## src/rtl/if_fetch_queue.sv

```systemverilog
// Instruction-fetch queue: sequential PC requests, in-order responses buffered with their PCs, redirect flush.
// Optional IF_FETCH_PERF_EN adds saturating stall/flush performance counters.
module if_fetch_queue #(
   parameter int unsigned DEPTH    = 4,
   parameter logic [31:0] RESET_PC = 32'h0000_0000
) (
   input  logic        clk,
   input  logic        reset,
   output logic        imem_req_valid,
   output logic [31:0] imem_req_addr,
   input  logic        imem_req_ready,
   input  logic        imem_rsp_valid,
   input  logic [31:0] imem_rsp_data,
   input  logic        redirect_valid,
   input  logic [31:0] redirect_pc,
   input  logic        id_ready,
   output logic        if_valid,
   output logic [31:0] if_pc,
   output logic [31:0] if_instruction
`ifdef IF_FETCH_PERF_EN
   ,
   output logic [31:0] perf_stall_cycles,
   output logic [31:0] perf_flush_count
`endif
);

   localparam int unsigned PW = $clog2(DEPTH);
   localparam int unsigned CW = PW + 1;
   localparam logic [CW:0]  DEPTH_C = DEPTH[CW:0];
   localparam logic [31:0]  NOP     = 32'h0000_0013;

   logic [31:0]   fetch_pc_q, fetch_pc_d, rsp_pc_q, rsp_pc_d;
   logic [CW-1:0] count_q, count_d, outst_q, outst_d, drop_q, drop_d;
   logic [PW-1:0] rd_ptr_q, rd_ptr_d, wr_ptr_q, wr_ptr_d;
   logic [31:0]   pc_mem_q  [DEPTH];
   logic [31:0]   ins_mem_q [DEPTH];
   logic          req_fire, push, pop;
   logic [31:0]   redir_tgt;
   logic [CW:0]   credit;

   assign redir_tgt = {redirect_pc[31:2], 2'b00};
   // Credit counts queued plus in-flight fetches, so every response is guaranteed a slot.
   assign credit         = {1'b0, count_q} + {1'b0, outst_q};
   assign imem_req_valid = !reset && !redirect_valid && (credit < DEPTH_C);
   assign imem_req_addr  = fetch_pc_q;
   assign req_fire       = imem_req_valid && imem_req_ready;

   assign if_valid       = (count_q != '0);
   assign if_pc          = pc_mem_q[rd_ptr_q];
   assign if_instruction = ins_mem_q[rd_ptr_q];

   always_comb begin
      fetch_pc_d = fetch_pc_q;
      rsp_pc_d   = rsp_pc_q;
      count_d    = count_q;
      outst_d    = outst_q;
      drop_d     = drop_q;
      rd_ptr_d   = rd_ptr_q;
      wr_ptr_d   = wr_ptr_q;
      push       = 1'b0;
      pop        = 1'b0;
      if (redirect_valid) begin
         // Everything still in flight belongs to the old path and must be discarded.
         fetch_pc_d = redir_tgt;
         rsp_pc_d   = redir_tgt;
         count_d    = '0;
         rd_ptr_d   = '0;
         wr_ptr_d   = '0;
         outst_d    = outst_q - CW'(imem_rsp_valid);
         drop_d     = outst_d;
      end else begin
         pop = if_valid && id_ready;
         if (imem_rsp_valid) begin
            if (drop_q != '0) drop_d = drop_q - CW'(1);
            else              push   = 1'b1;
         end
         if (req_fire) fetch_pc_d = fetch_pc_q + 32'd4;
         outst_d = outst_q + CW'(req_fire) - CW'(imem_rsp_valid);
         if (push) begin
            wr_ptr_d = wr_ptr_q + PW'(1);
            rsp_pc_d = rsp_pc_q + 32'd4;
         end
         if (pop) rd_ptr_d = rd_ptr_q + PW'(1);
         count_d = count_q + CW'(push) - CW'(pop);
      end
   end

   always_ff @(posedge clk) begin
      if (reset) begin
         fetch_pc_q <= RESET_PC;
         rsp_pc_q   <= RESET_PC;
         count_q    <= '0;
         outst_q    <= '0;
         drop_q     <= '0;
         rd_ptr_q   <= '0;
         wr_ptr_q   <= '0;
         for (int i = 0; i < int'(DEPTH); i++) begin
            pc_mem_q[i]  <= '0;
            ins_mem_q[i] <= NOP;
         end
      end else begin
         fetch_pc_q <= fetch_pc_d;
         rsp_pc_q   <= rsp_pc_d;
         count_q    <= count_d;
         outst_q    <= outst_d;
         drop_q     <= drop_d;
         rd_ptr_q   <= rd_ptr_d;
         wr_ptr_q   <= wr_ptr_d;
         if (push) begin
            pc_mem_q[wr_ptr_q]  <= rsp_pc_q;
            ins_mem_q[wr_ptr_q] <= imem_rsp_data;
         end
      end
   end

`ifdef IF_FETCH_PERF_EN
   logic [31:0] stall_q, flush_q;

   always_ff @(posedge clk) begin
      if (reset) begin
         stall_q <= '0;
         flush_q <= '0;
      end else begin
         if (if_valid && !id_ready && (stall_q != '1)) stall_q <= stall_q + 32'd1;
         if (redirect_valid && (flush_q != '1))        flush_q <= flush_q + 32'd1;
      end
   end

   assign perf_stall_cycles = stall_q;
   assign perf_flush_count  = flush_q;
`endif

endmodule

```

## config.mk

```make
export PLATFORM = sky130hd
export DESIGN_NAME = if_fetch_queue
export DESIGN_NICKNAME = d
export VERILOG_FILES = /design/src/rtl/if_fetch_queue.sv
export SDC_FILE = /design/constraint.sdc
export NUM_CORES = 1
export LEC_CHECK = 0
export CAP_MARGIN = 30
export CORE_MARGIN = 2
export CORE_UTILIZATION = 50
export DETAILED_ROUTE_END_ITERATION = 16
export PLACE_DENSITY_LB_ADDON = 0.15
export SYNTH_ARGS = -nofsm -noshare
export SYNTH_HDL_FRONTEND = slang
export SYNTH_SLANG_ARGS = --single-unit
```

## constraint.sdc

```tcl
create_clock -name clk -period 4.85 [get_ports clk]
set_input_delay 0.485 -clock clk [delete_from_list [all_inputs] [get_ports clk]]
set_output_delay 0.485 -clock clk [all_outputs]
set_load 0.01 [all_outputs]
```

==> run_results.csv <==
group,metric,value,unit
power,p_leak,6.542,nW
sta,post-route-period-util,70.00,%
placed_design,dp_hpwl,20.95,mm
critical_path,cp_common_cell,"ha_1",
cts,postCtsSetupBuffers,0,
synth,yosys_most_used_dff,"edfxtp_1",
critical_path,critPathCaptureType,"flop",
floorplan,rows,62,
sta,finClkSkew,0.01860,ns
route,vias_per_cell,5.499,
global_route,grt_usage,22.43,%
status,status,"finished, final reports clean",
global_route,grt_first_pass_wirelength,53.42,mm
sta,slew_headroom,35.29,%
cts,h-tree-depth,2,
floorplan,core,28780,sq um
sta,hold_viol_final,0,
synth,yosysSeqAreaShare,61.17,%
critical_path,path_class,"reg2reg",
power,ir_drop,0.0001826,V
synth,synth_warnings,0,
critical_path,start_kind,"flop",
cts,cts.sinks,323,
global_route,grt_remaining_overflow,0,
global_route,antenna_found_initial,0,
sta,layout_min_cycle_time,3.395,ns
hold_path,hp-class,"reg2reg",
synth,async_flop_share,0,%
sta,fmax,0.2946,GHz
cts,cts_tree,"built",
synth,avgSynthCellArea,12.43,sq um
route,first_pass_iters,5,
run,cap_violations,0,
cts,clkSlewWorstSetupHoldPaths,0.06,ns
synth,syn_inst,1177,
route,ant_nets,0,
power,powerDensity,359.2,nW/um^2
critical_path,cp_slowest_cell,"and4b_1",
route,routedWlPerCell,19.40,um
floorplan,die_y,175.1,um
sta,setup_tns,0,ns
layout,diodes,0,
cts,clock_path_buffers,3,
cts,ctsHoldBuffers,0,
synth,yosysUniqueCellTypes,56,
critical_path,cp.arrival,3.76,ns
critical_path,crit_fanout,12,
route,vias,9497,
floorplan,start_util,50.83,%
cts,cts-resized-gates,0,
synth,synth_edf_count,248,
critical_path,path_delay_family,"adder cells",
route,drt-initial-drc-count,760,
layout,drive_gt1_share,11.17,%
synth,synth-seq-cells,323,
cts,cts-root-buf,"clkbuf_16",
layout,layout.nets,1404,
sta,worstMarginPinSlew,0.9707,ns
critical_path,cp_num_buf_inv,2,
layout,stdcell_count,1727,
sta,final_max_slew_viol_count,0,
placed_design,dp_cells,1667,
placed_design,gp_congestion,0.8676,
floorplan,fp.dieW,175.1,um
route,drt-total-wl,33.51,mm
cts,numCtsBuffers,34,
route,drc,0,
critical_path,crit_chain,"ha_1 -> nor4_1 -> and4b_1 -> inv_2 -> ha_1 -> inv_1 -> ha_1 -> fa_1 -> xor2_1 -> o21ai_0 -> xnor2_1 -> nor2_1",
global_route,grt_max_degree,63,
floorplan,die-area,30640,sq um
critical_path,worstPathRequired,5.22,ns
global_route,grt_pass1_vias,9826,
floorplan,ioPinCount,168,
sta,final-setup-viol-count,0,
layout,area_growth,21.19,%
placed_design,port_buffers,161,
sta,rsz0062_at_grt,"no",
synth,synth_area,14630,sq um
critical_path,slowest_delay,0.58,ns
cts,clock_latency,0.51,ns
[worst paths after layout]
path	slack [ns]	cells after the start	endpoint	startpoint
worst max-delay path	1.46	12	outst_q[2]$_SDFF_PP0_	count_q[1]$_SDFF_PP0_
worst min-delay path	0.53	2	imem_req_addr[31]$_SDFFE_PP0P_	imem_req_addr[31]$_SDFFE_PP0P_
worst max register to register	1.46	12	outst_q[2]$_SDFF_PP0_	count_q[1]$_SDFF_PP0_
worst min register to register	0.53	2	imem_req_addr[31]$_SDFFE_PP0P_	imem_req_addr[31]$_SDFFE_PP0P_
[sequential cells by signal (all words and copies together), names as in the netlist, named ones only]
signal and count:
ins_mem_q 128, pc_mem_q 120, imem_req_addr 30, rsp_pc_q 30, count_q 3, drop_q 3
outst_q 3, rd_ptr_q 2, wr_ptr_q 2
[power breakdown]
group / leakage [nW] / switching (W) / total (W) / internal, W
Clock: 0.522 / 0.00103 / 0.00251 / 0.00148
Combinational: 2.87 / 0.000326 / 0.000638 / 0.000312
Sequential: 3.15 / 0.000101 / 0.00322 / 0.00312
[per-stage QoR]
| step | util, % | hold WS (ns) | power, W | worst slack, ns | cell area, sq um |
|---|---|---|---|---|---|
| final | 61.60 | 0.5268 | 0.006368 | 1.455 | 17730 |
| after global routing | 61.60 | 0.5765 | 0.006599 | 1.178 | 17730 |
| after CTS | 61.53 | 0.5313 | 0.006427 | 1.467 | 17710 |
| after detailed placement | 57.80 | 0.5110 | 0.003916 | 1.118 | 16640 |
| after global placement | 57.80 | 0.5118 | 0.003905 | 1.156 | 16640 |
| after floorplan | - | 0.4847 | 0.003598 | 1.871 | 14640 |
[cells in the mapped netlist (3+ instances only)]
library cell	n	area (sq um)
edfxtp_1	248	7447
nor2_1	158	593.1
nand2_1	105	394.1
inv_1	89	334.1
dfxtp_1	75	1501
and2_1	62	387.9
mux4_2	62	1396
clkbuf_1	46	172.7
xor2_1	33	289.0
nand3_1	31	155.2
a21oi_1	30	150.1
nand4_1	22	137.6
a21boi_0	21	157.7
xnor2_1	21	183.9
a211oi_1	19	142.6
and3_1	17	106.4
buf_1	12	45.04
ha_1	12	150.1
nor4_1	11	68.82
buf_2	10	50.05
nand2b_1	7	43.79
a31oi_1	6	37.54
nor3_1	6	30.03
o21ai_0	6	30.03
or3_1	6	37.54
buf_4	5	37.54
and4_1	4	35.03
o21bai_1	4	30.03
or4_1	4	30.03
a311oi_1	3	26.28
nand4_2	3	37.54
nor2b_1	3	18.77
o22ai_1	3	18.77
[layout make-up]
cell class	instances	area (sq um)
clock buffers	41	940.9
clock inverters	18	132.6
fillers	2278	11050
inverters	91	341.6
multi-input cells	693	5076
flip-flops and latches	323	8956
well taps	384	480.5
repair buffers	177	1802
[layer usage]
| metal | GRT usage [%] | share of wire, % | wire length [um] |
|---|---|---|---|
| met3 | 3.177 | 5.9 | 1986 |
| met5 | 0 | 0 | 0 |
| met2 | 36.89 | 48 | 15970 |
| met1 | 31.94 | 45 | 14980 |
| met4 | 5.104 | 1.7 | 572 |
[cells in the final DEF, fill, tap and decap left out, types with 12 or more instances in the layout]
cell type and n:
a21oi_1 30, and2_1 62, xnor2_1 21, nand4_1 22
nand3_1 31, clkbuf_16 37, nand2_1 105, and3_1 17
a211oi_1 19, ha_1 12, dfxtp_1 73, inv_1 88
clkdlybuf4s50_1 160, nor2_1 157, mux4_2 62, edfxtp_1 248
a21boi_0 21, xor2_1 33
[worst reg2reg max path: cells and delay by family (launching register included)]
family / cells / cell delay, ns
fa+ha+maj: 4 / 1.12
compound gates: 1 / 0.20
simple gates: 3 / 1.05
flops: 1 / 0.36
buf+inv: 2 / 0.26
xor+xnor: 2 / 0.29
[cells by family (layout without fill, tap and decap cells)]
logic type / Yosys count / after routing / share of synthesized area, %
XOR/XNOR: 54 / 54 / 3.233
AND/OR/NAND/NOR: 452 / 452 / 15.37
AO/OA/AOI/OAI: 105 / 105 / 4.790
other: 1 / 4 / 0.02563
multiplexers: 64 / 64 / 9.690
buffers and inverters: 164 / 327 / 4.422
adder cells (fa/ha/maj): 14 / 14 / 1.300
flip-flops: 323 / 323 / 61.17
(Power assumes the default switching activity.)
